===== config.mk =====
export PLATFORM = sky130hd
export DESIGN_NAME = bit_serial_subtractor
export DESIGN_NICKNAME = d
export VERILOG_FILES = /design/src/rtl/bit_serial_pkg.sv /design/src/rtl/bit_serial_fs.sv /design/src/rtl/bit_serial_subtractor.sv
export SDC_FILE = /design/constraint.sdc
export NUM_CORES = 1
export LEC_CHECK = 0
export ABC_AREA = 1
export BUFFER_PORTS_ARGS = -buffer_cell sky130_fd_sc_hd__buf_2
export CAP_MARGIN = 20
export CORE_MARGIN = 5
export CORE_UTILIZATION = 25
export CTS_CLUSTER_DIAMETER = 80
export DETAILED_ROUTE_END_ITERATION = 7
export GPL_ROUTABILITY_DRIVEN = 0
export MAX_ROUTING_LAYER = met4
export SYNTH_ARGS = -nofsm -noshare
export SYNTH_HDL_FRONTEND = slang
export SYNTH_SLANG_ARGS = --single-unit

===== constraint.sdc =====
create_clock -name clk -period 3 [get_ports clk]
set_input_delay 0.15 -clock clk [delete_from_list [all_inputs] [get_ports clk]]
set_output_delay 0.15 -clock clk [all_outputs]
set_load 0.1 [all_outputs]

===== src/rtl/bit_serial_pkg.sv =====
// Shared types and defaults for the bit-serial arithmetic units.
// State encoding is common to the adder and subtractor sequencers.
package bit_serial_pkg;

  localparam int DEF_WIDTH = 4;

  typedef enum logic [1:0] {
    IDLE = 2'd0,
    SUB  = 2'd1,
    DONE = 2'd2
  } state_t;

endpackage


===== src/rtl/bit_serial_fs.sv =====
// Single-bit full subtractor: d = a - b - bin, with borrow out.
// Purely combinational; one instance is time-shared over all bit positions.
module bit_serial_fs (
  input  logic i_a,
  input  logic i_b,
  input  logic i_bin,
  output logic o_d,
  output logic o_bout
);

  logic w_x;

  assign w_x    = i_a ^ i_b;
  assign o_d    = w_x ^ i_bin;
  assign o_bout = (~i_a & i_b) | (~w_x & i_bin);

endmodule


===== src/rtl/bit_serial_subtractor.sv =====
// LSB-first bit-serial subtractor: diff = A - B over WIDTH clocks.
// Load/start/done protocol matches the bit-serial adder.
module bit_serial_subtractor
  import bit_serial_pkg::*;
#(
  parameter int WIDTH = DEF_WIDTH
) (
  input  logic             clk,
  input  logic             rst,
  input  logic             load,
  input  logic             start,
  input  logic [WIDTH-1:0] A,
  input  logic [WIDTH-1:0] B,
  output logic [WIDTH-1:0] diff,
  output logic             borrow,
  output logic             ovf,
  output logic             busy,
  output logic             done
);

  localparam int CW = $clog2(WIDTH) + 1;
  localparam logic [CW-1:0] LAST = CW'(WIDTH - 1);

  state_t           r_state;
  state_t           w_next;
  logic [WIDTH-1:0] r_a;
  logic [WIDTH-1:0] r_b;
  logic [WIDTH-1:0] r_part;
  logic [CW-1:0]    r_cnt;
  logic             r_bin;
  logic             r_sa;
  logic             r_sb;
  logic             w_d;
  logic             w_bout;
  logic             w_last;

  assign w_last = (r_cnt == LAST);

  bit_serial_fs u_fs (
    .i_a   (r_a[0]),
    .i_b   (r_b[0]),
    .i_bin (r_bin),
    .o_d   (w_d),
    .o_bout(w_bout)
  );

  always_ff @(posedge clk) begin
    if (rst) r_state <= IDLE;
    else     r_state <= w_next;
  end

  always_comb begin
    w_next = r_state;
    unique case (r_state)
      IDLE:    if (start)  w_next = SUB;
      SUB:     if (w_last) w_next = DONE;
      DONE:    w_next = IDLE;
      default: w_next = IDLE;
    endcase
  end

  always_comb begin
    busy = (r_state != IDLE);
  end

  always_ff @(posedge clk) begin
    if (rst) begin
      r_a    <= '0;
      r_b    <= '0;
      r_part <= '0;
      r_cnt  <= '0;
      r_bin  <= 1'b0;
      r_sa   <= 1'b0;
      r_sb   <= 1'b0;
      diff   <= '0;
      borrow <= 1'b0;
      ovf    <= 1'b0;
      done   <= 1'b0;
    end else begin
      unique case (r_state)
        IDLE: begin
          done <= 1'b0;
          if (load) begin
            r_a    <= A;
            r_b    <= B;
            r_sa   <= A[WIDTH-1];
            r_sb   <= B[WIDTH-1];
            r_part <= '0;
          end
          // A fresh start must never inherit a stale borrow or count
          if (load || start) begin
            r_bin <= 1'b0;
            r_cnt <= '0;
          end
        end
        SUB: begin
          r_part <= {w_d, r_part[WIDTH-1:1]};
          r_a    <= {1'b0, r_a[WIDTH-1:1]};
          r_b    <= {1'b0, r_b[WIDTH-1:1]};
          r_bin  <= w_bout;
          r_cnt  <= r_cnt + CW'(1);
        end
        DONE: begin
          diff   <= r_part;
          borrow <= r_bin;
          ovf    <= (r_sa != r_sb) && (r_part[WIDTH-1] != r_sa);
          done   <= 1'b1;
          r_bin  <= 1'b0;
          r_cnt  <= '0;
        end
        default: ;
      endcase
    end
  end

endmodule


==> results of run 1 <==
==> through the flow <==
stage	setup slack (ns)	hold WS (ns)	utilization	instances	total power, mW
final	1.15	0.119	0.295	241	0.707
after floorplan	1.72	0.296	-	168	0.481
after global placement	1.49	0.414	0.284	237	0.505
after CTS	1.15	0.112	0.295	241	0.719
after detailed placement	1.47	0.408	0.284	237	0.506
after global routing	1.06	0.159	0.295	241	0.748
==> registers in the layout (all words and copies together) (netlist names) <==
signal   cells
r_b          4
r_bin        1
r_sa         1
done         1
ovf          1
r_cnt        3
borrow       1
r_state      2
r_a          4
r_part       4
diff         4
r_sb         1
==> cells in the mapped netlist <==
master,count,area share
a21oi_1,6,0.025
o21ai_1,5,0.021
clkbuf_1,1,0.0032
nand3_1,16,0.067
fa_1,1,0.017
inv_1,17,0.054
inv_2,2,0.0063
ha_1,2,0.021
nor2_4,2,0.019
inv_4,1,0.0053
dfxtp_1,27,0.45
nor2_1,31,0.098
buf_2,1,0.0042
buf_4,1,0.0063
nand2_2,2,0.011
o21ai_4,1,0.014
nand2_1,47,0.15
buf_6,1,0.0095
o21ai_0,4,0.017
==> kinds of logic after synthesis <==
kind of cell,Yosys count,share of synthesized area
flip-flops,27,0.454
AND/OR/NAND/NOR,98,0.343
AO/OA/AOI/OAI,16,0.0768
buffers and inverters,24,0.0883
adder cells (fa/ha/maj),3,0.0379
==> tightest hold or removal path: stages <==
cell	delay [ns]
buf_2	0.09
nand3_1	0.06
o21ai_1	0.07
==> worst max-delay path by stage <==
stage / from / end / cells past startpoint
final: r_state[0]$_SDFFE_PP0P_ / busy / 3
after global routing: r_state[0]$_SDFFE_PP0P_ / busy / 3
after CTS: r_state[0]$_SDFFE_PP0P_ / busy / 3
after detailed placement: r_state[0]$_SDFFE_PP0P_ / busy / 3
after global placement: r_state[0]$_SDFFE_PP0P_ / busy / 3
after floorplan: ovf$_SDFFE_PP0P_ / ovf$_SDFFE_PP0P_ / 4
==> layer usage <==
| metal | vias up | global-route usage | share of wire |
|---|---|---|---|
| met5 | - | - | 0 |
| met4 | 0 | 0.0412 | 0.019 |
| met3 | 4 | 0.0283 | 0.043 |
| met2 | 11 | 0.132 | 0.48 |
| met1 | 435 | 0.0932 | 0.46 |
| li1 | 554 | - | - |
==> power groups by stage <==
stage / Sequential [mW] / Clock, mW / Combinational (mW)
after floorplan: 0.396 / 0 / 0.0856
after global placement: 0.402 / 0 / 0.103
after detailed placement: 0.402 / 0 / 0.104
after CTS: 0.394 / 0.221 / 0.104
after global routing: 0.397 / 0.233 / 0.118
final: 0.394 / 0.212 / 0.102
==> cell type report <==
type / count / area (sq um)
clock buffer: 3 / 41.3
clock inverter: 1 / 7.51
fill: 505 / 3290
inverter: 20 / 77.6
multi-input combinational: 117 / 544
sequential: 27 / 541
tap: 54 / 67.6
timing repair buffer: 19 / 95.1
==> impl_metrics.py, run 1 <==
metrics = {
    "synthesis": {
        "netlist_instances": 168,
        "ys_types": 19,
        "ys.warnings.count": 0,
        "seq_area_frac_synth": 0.454,
        "syn_area_sq_um": 1190,
        "ys_ff_latch": 27,
        "synth.avg_cell_area_sq_um": 7.08,
        "synthesis.nets": 183,
    },
    "timing": {
        "rsz0062_at_grt": "false",
        "min_period_ns": 1.85,
        "clock_skew_ns": 0.00689,
        "setup_viol": 0,
        "slew_headroom": 0.612,
        "min_period_over_period": 0.616,
        "finalSetupTns_ns": 0,
        "tightestPinTransition_ns": 0.581,
        "hold_viol_final": 0,
        "fmax_mhz": 541,
        "finalMaxSlewViolations": 0,
    },
    "status": {
        "status": "complete, no violations",
    },
    "floorplanning": {
        "core_area_sq_um": 4660,
        "fp.dieW_microns": 79.0,
        "row_count": 25,
        "die_area_sq_um": 6240,
        "dieHeight_microns": 79.0,
        "pin_count": 20,
        "start_util": 0.255,
    },
    "drt": {
        "drtIter0Drc": 42,
        "wl_per_cell_microns": 9.80,
        "drc": 0,
        "via_per_inst": 4.17,
        "wirelength_mm": 2.36,
        "vias": 1004,
        "detail-route-antenna-nets": 0,
        "drt_first_pass_iters": 4,
    },
    "global_route": {
        "grt_pass1_wl_mm": 3.89,
        "grt_max_degree": 19,
        "grt_pass1_vias": 878,
        "antenna_found_initial": 0,
        "overflow": 0,
        "track_usage": 0.0831,
    },
    "worst_setup_path": {
        "rr_endpoint": "r_state[0]$_SDFFE_PP0P_",
        "reg2reg_depth": 4,
        "critPathSlowestCell": "dfxtp_1",
        "cp-start-kind": "flop",
        "worst_ep_arrival_time_ns": 1.70,
        "r2r_setup_slack_ns": 1.59,
        "reg2reg_from": "r_state[0]$_SDFFE_PP0P_",
        "path_cells": "nor2_1, inv_1, buf_2",
        "max_stage_delay_ns": 0.70,
        "end_kind": "primary output",
        "worstPathRequired_ns": 2.85,
        "crit_fanout": 13,
        "path_delay_family": "flip-flops",
        "critPathBufInv": 2,
        "path_class": "flop to primary output",
    },
    "cts": {
        "clk_latency_ns": 0.28,
        "clk_pin_slew_ns": 0.10,
        "clkSinkCount": 27,
        "htree_levels": 1,
        "clk_path_buf_depth": 2,
        "cts_setup_buffers": 0,
        "hold_buffers": 0,
        "ctsResizeCount": 0,
        "cts_tree": "done",
        "cts_buffers": 3,
        "clockRootBuffer": "clkbuf_8",
    },
    "power": {
        "p_sw_mw": 0.203,
        "p_comb_frac": 0.144,
        "intPower_mw": 0.505,
        "p_leak_nw": 0.637,
        "power_frac_seq": 0.556,
        "ir_worst_vdd_v": 0.000184,
        "p_per_area_nw_per_um2": 515,
        "p_clk_frac": 0.299,
        "swShare": 0.287,
    },
    "min_path": {
        "min_path_cells": 3,
        "hold_end": "r_state[0]$_SDFFE_PP0P_",
        "min_from": "start",
        "hold_path_class": "primary input to flop",
    },
    "job": {
        "maxCapViolations": 0,
    },
    "finish": {
        "mostFrequentLayoutCells": "nand2_1 (47), nor2_1 (31), dfxtp_1 (27), buf_2 (19), inv_1 (17)",
        "final_nets": 203,
        "diodes": 0,
        "final_common_cell": "nand2_1",
        "syn2layout_area_growth_pct": 15.5,
        "drive_gt1_frac": 0.166,
        "stdcell_area_sq_um": 1370,
    },
    "placement": {
        "portBuffers": 19,
        "placed_cell_area_sq_um": 1330,
        "place_hpwl_mm": 1.74,
    },
}
Power figures use the tool's default switching activity.
==> run 2: changes to the inputs <==
==> constraint.sdc (replaced) <==
create_clock -name clk -period 1.75 [get_ports clk]
set_input_delay 0.0875 -clock clk [delete_from_list [all_inputs] [get_ports clk]]
set_output_delay 0.0875 -clock clk [all_outputs]
set_load 0.1 [all_outputs]
==> impl_metrics.py, run 2 (synthesis gave the netlist of run 1 again) <==
metrics = {
    "global_route": {
        "grt_pass1_vias": 959,
        "antenna_found_initial": 0,
        "grt_max_degree": 19,
        "track_usage": 0.0861,
        "grt_pass1_wl_mm": 4.15,
        "overflow": 0,
    },
    "finish": {
        "nFillCells": 508,
        "final_common_cell": "nand2_1",
        "final_cells": 241,
        "multi_input_area_sq_um": 544,
        "stdcell_area_sq_um": 1390,
        "final_core_util": 0.298,
        "mostFrequentLayoutCells": "nand2_1 (47), nor2_1 (31), dfxtp_1 (26), buf_2 (18), inv_1 (17)",
        "ff_latch_area_sq_um": 542,
        "final_nets": 203,
        "diodes": 0,
        "syn2layout_area_growth_pct": 16.6,
        "drive_gt1_frac": 0.171,
    },
    "cts": {
        "clk_path_buf_depth": 2,
        "cts_buffers": 3,
        "clkSinkCount": 27,
        "clk_latency_ns": 0.27,
        "clk_pin_slew_ns": 0.09,
        "htree_levels": 1,
        "clockRootBuffer": "clkbuf_8",
        "cts_tree": "done",
    },
    "worst_setup_path": {
        "max_stage_delay_ns": 0.43,
        "critPathSlowestCell": "dfxtp_2",
        "worst_ep_arrival_time_ns": 1.34,
        "cp-start-kind": "flop",
        "path_class": "flop to primary output",
        "worstPathRequired_ns": 1.66,
        "crit_fanout": 13,
        "cp-startpoint": "r_state[0]$_SDFFE_PP0P_",
        "reg2reg_from": "r_state[0]$_SDFFE_PP0P_",
        "path_cells": "nor2_1, inv_1, buf_12",
        "end_kind": "primary output",
    },
    "power": {
        "power.total_mw": 1.22,
        "swShare": 0.284,
        "p_comb_frac": 0.152,
        "p_per_area_nw_per_um2": 878,
        "p_sw_mw": 0.345,
        "intPower_mw": 0.872,
        "p_leak_nw": 0.645,
        "power_frac_seq": 0.557,
        "p_clk_frac": 0.291,
        "ir_worst_vdd_v": 0.000293,
    },
    "timing": {
        "finalMaxSlewViolations": 0,
        "finalWorstSetupSlack_ns": 0.327,
        "slew_headroom": 0.678,
        "min_period_over_period": 0.813,
        "finalSetupTns_ns": 0,
        "tightestPinTransition_ns": 0.487,
        "whs_ns": 0.0781,
        "min_period_ns": 1.42,
        "clock_skew_ns": 0.00180,
        "rsz0062_at_grt": "false",
        "setup_viol": 0,
        "hold_viol_final": 0,
        "fmax_mhz": 703,
    },
    "placement": {
        "place_hpwl_mm": 1.83,
        "placed_cell_area_sq_um": 1340,
        "post-place-ws_ns": 0.334,
        "dp_cells": 237,
        "portBuffers": 19,
    },
    "drt": {
        "drt_first_pass_iters": 4,
        "detail-route-antenna-nets": 0,
        "wirelength_mm": 2.46,
        "drc": 0,
        "via_per_inst": 4.29,
        "wl_met2_mm": 1.19,
        "wl_per_cell_microns": 10.2,
        "maxUsedRoutingLayer": "met4",
        "vias": 1035,
        "drt-met1-wl_mm": 1.13,
        "drtIter0Drc": 70,
        "wl_met3_microns": 97,
    },
    "floorplanning": {
        "die_area_sq_um": 6240,
        "pin_count": 20,
        "start_util": 0.255,
        "core_area_sq_um": 4660,
        "fp.dieW_microns": 79.0,
        "row_count": 25,
        "dieHeight_microns": 79.0,
    },
    "status": {
        "status": "complete, no violations",
    },
    "min_path": {
        "min_from": "start",
        "hold_path_class": "primary input to flop",
    },
    "job": {
        "maxCapViolations": 0,
    },
}
[run 2: cell types whose count changed in the layout (fill, tap and decap cells not counted)]
cell and delta:
buf_12 +1, buf_2 -1, clkinv_2 +1, clkinvlp_4 -1
dfxtp_1 -1, dfxtp_2 +1
[run 2: what timing repair did]
action,in CTS,in global routing
setup buffers,0,0
gates resized for setup,0,1
endpoints found under the hold margin,0,0
hold buffers,0,0
endpoints found under the setup margin,0,1
[run 2: worst paths after layout]
kind,to,slack (ns),cells past startpoint
max,busy,0.33,3
min reg2reg,done$_SDFFE_PP0P_,0.46,2
max reg2reg,r_a[2]$_SDFFE_PP0P_,0.56,4
min,r_state[0]$_SDFFE_PP0P_,0.08,3
[run 2: final cells by class]
cell class | instances | area share
sequential | 27 | 0.390
multi-input combinational | 117 | 0.392
timing repair buffer | 19 | 0.0794
clock buffer | 3 | 0.0298
inverter | 20 | 0.0559
clock inverter | 1 | 0.00361
tap | 54 | 0.0487
[run 2: per-layer routing]
metal | track usage | up-vias
met5 | - | -
met4 | 0.0395 | 0
met3 | 0.0261 | 5
met2 | 0.141 | 15
met1 | 0.0967 | 458
li1 | - | 557
[run 2: critical path, delay by kind of cell (launching register included)]
family / cells / cell delay, ns
buf+inv: 2 / 0.32
flops: 1 / 0.43
simple gates: 1 / 0.31
[run 2: power by group through the flow]
stage / registers (mW) / logic [mW] / clock network, mW
after global placement: 0.691 / 0.187 / 0
after CTS: 0.678 / 0.188 / 0.372
after floorplan: 0.678 / 0.147 / 0
after global routing: 0.683 / 0.211 / 0.396
final: 0.678 / 0.185 / 0.355
after detailed placement: 0.692 / 0.187 / 0
==> run 3: changes to the inputs <==
--- a/config.mk
+++ b/config.mk
@@ -5,7 +5,7 @@
 export SDC_FILE = /design/constraint.sdc
 export NUM_CORES = 1
 export LEC_CHECK = 0
-export ABC_AREA = 1
+export ABC_AREA = 0
 export BUFFER_PORTS_ARGS = -buffer_cell sky130_fd_sc_hd__buf_2
 export CAP_MARGIN = 20
 export CORE_MARGIN = 5
==> constraint.sdc (replaced) <==
create_clock -name clk -period 1.3 [get_ports clk]
set_input_delay 0.065 -clock clk [delete_from_list [all_inputs] [get_ports clk]]
set_output_delay 0.065 -clock clk [all_outputs]
set_load 0.1 [all_outputs]
==> impl_metrics.py, run 3 <==
metrics = {
    "timing": {
        "whs_ns": 0.00829,
        "clock_skew_ns": 0.00691,
        "hold_viol_final": 0,
        "fmax_mhz": 788,
        "finalSetupTns_ns": 0,
        "min_period_ns": 1.27,
        "slew_headroom": 0.669,
        "rsz0062_at_grt": "true",
        "tightestPinTransition_ns": 0.496,
        "finalWorstSetupSlack_ns": 0.0309,
        "setup_viol": 0,
        "finalMaxSlewViolations": 0,
        "min_period_over_period": 0.976,
    },
    "worst_setup_path": {
        "crit_fanout": 6,
        "critPathCapture": "busy",
        "rr_endpoint": "r_cnt[0]$_SDFFE_PP0P_",
        "reg2reg_depth": 3,
        "cp-startpoint": "r_state[1]$_SDFFE_PP0P_",
        "critical_path_depth": 4,
        "path_class": "flop to primary output",
        "cp-start-kind": "flop",
        "critPathBufInv": 3,
        "reg2reg_from": "r_cnt[0]$_SDFFE_PP0P_",
        "worst_ep_arrival_time_ns": 1.20,
        "r2r_setup_slack_ns": 0.08,
        "path_delay_family": "buffers and inverters",
        "path_cells": "buf_4, nor2_1, inv_1, buf_12",
        "critPathSlowestCell": "dfxtp_2",
        "max_stage_delay_ns": 0.36,
        "worstPathRequired_ns": 1.24,
        "end_kind": "primary output",
    },
    "synthesis": {
        "ys_ff_latch": 27,
        "seq_area_frac_synth": 0.473,
        "synthTopCellsByArea": "dfxtp_1 (47%), mux2i_1 (7.9%), nor2_1 (5.6%)",
        "synth_top_area_frac": 0.473,
        "synthesis.nets": 137,
        "synth_ff_type": "dfxtp_1",
        "synthTopCellsByCount": "dfxtp_1 (27), nor2_1 (17), nand2_1 (12)",
        "synth.most_common_cell": "dfxtp_1",
        "synth_top_area_cell": "dfxtp_1",
        "synth_enable_flop_cells": 0,
        "synth.avg_cell_area_sq_um": 9.36,
        "ys.warnings.count": 0,
        "synthArstFlopShare": 0,
        "ys_types": 29,
        "syn_area_sq_um": 1140,
        "netlist_instances": 122,
    },
    "global_route": {
        "grt_pass1_vias": 876,
        "grt_pass1_wl_mm": 3.97,
        "antenna_found_initial": 0,
        "grt_util_met1": 0.100,
        "overflow": 0,
        "use_met3": 0.0336,
        "grt_busiest_layer": "met2",
        "use_met2": 0.124,
        "grt_max_degree": 24,
        "track_usage": 0.0811,
    },
    "cts": {
        "cts_setup_buffers": 0,
        "clk_latency_ns": 0.27,
        "cts_tree": "done",
        "cts_buffers": 3,
        "clkSinkCount": 27,
        "clk_path_buf_depth": 2,
        "clk_pin_slew_ns": 0.09,
        "htree_levels": 1,
        "hold_buffers": 0,
        "clockRootBuffer": "clkbuf_8",
    },
    "power": {
        "ir_worst_vdd_v": 0.000663,
        "power.total_mw": 1.54,
        "p_leak_nw": 0.582,
        "p_per_area_nw_per_um2": 1100,
    },
    "job": {
        "maxCapViolations": 0,
    },
    "finish": {
        "final_nets": 162,
        "stdcell_area_sq_um": 1410,
        "nFillCells": 471,
        "final_common_cell": "dfxtp_1",
        "ff_latch_area_sq_um": 549,
        "syn2layout_area_growth_pct": 23.1,
        "multi_input_area_sq_um": 543,
        "mostFrequentLayoutCells": "dfxtp_1 (22), buf_2 (18), nor2_1 (17), nand2_1 (12)",
        "drive_gt1_frac": 0.288,
        "diodes": 0,
    },
    "placement": {
        "portBuffers": 19,
        "post-place-ws_ns": 0.00111,
        "place_hpwl_mm": 1.68,
        "placed_cell_area_sq_um": 1340,
    },
    "floorplanning": {
        "start_util": 0.261,
        "row_count": 24,
        "fp.dieW_microns": 77.6,
        "pin_count": 20,
        "core_area_sq_um": 4380,
        "die_area_sq_um": 6020,
        "dieHeight_microns": 77.6,
    },
    "drt": {
        "via_per_inst": 4.47,
        "vias": 885,
        "drt_first_pass_iters": 4,
        "wirelength_mm": 2.28,
        "drc": 0,
        "detail-route-antenna-nets": 0,
        "wl_per_cell_microns": 11.5,
        "drtIter0Drc": 32,
    },
    "min_path": {
        "hold_path_class": "primary input to flop",
    },
    "status": {
        "status": "complete, no violations",
    },
}
==> run 3: metal layers <==
metal	wire length, microns	share of wire
met1	1150	0.51
met2	1010	0.44
met3	107	0.047
met4	11	0.0048
met5	0	0
==> run 3: kinds of logic after synthesis <==
logic type | count (synthesis) | synth area share
buffers and inverters | 15 | 0.0613
AO/OA/AOI/OAI | 27 | 0.175
flip-flops | 27 | 0.473
adder cells (fa/ha/maj) | 3 | 0.0394
AND/OR/NAND/NOR | 41 | 0.172
multiplexers | 9 | 0.0789
==> run 3: final cells by class <==
cell class              instances  share of cell area
well taps                      52              0.0463
flip-flops and latches         27               0.391
multi-input cells              80               0.386
repair buffers                 28               0.126
clock buffers                   4              0.0320
inverters                       7              0.0187
==> run 3: stage by stage <==
step,cells,util
floorplan,122,-
global placement,194,0.306
detailed placement,194,0.306
CTS,198,0.317
global route,198,0.321
finish,198,0.321
==> run 3: how the worst min path moves through the flow <==
stage / start / endpoint / cells after the start
5_1_grt: rst / r_cnt[0]$_SDFFE_PP0P_ / 2
3_5_place_dp: rst / r_cnt[0]$_SDFFE_PP0P_ / 2
3_3_place_gp: rst / r_cnt[0]$_SDFFE_PP0P_ / 2
4_1_cts: rst / r_cnt[0]$_SDFFE_PP0P_ / 2
2_1_floorplan: A[3] / r_sa$_SDFFE_PP0P_ / 2
6_report: rst / r_cnt[0]$_SDFFE_PP0P_ / 2
==> run 3: what timing repair did <==
item / 4_1_cts / 5_1_grt
endpoints found under the setup margin: 6 / 4
pin swaps: 0 / 0
resized for setup: 2 / 5
==> run 3: power breakdown <==
group	leakage (nW)	internal (mW)	switching (mW)
clock	0.0228	0.219	0.243
sequential	0.223	0.858	0.0251
combinational	0.337	0.0920	0.104
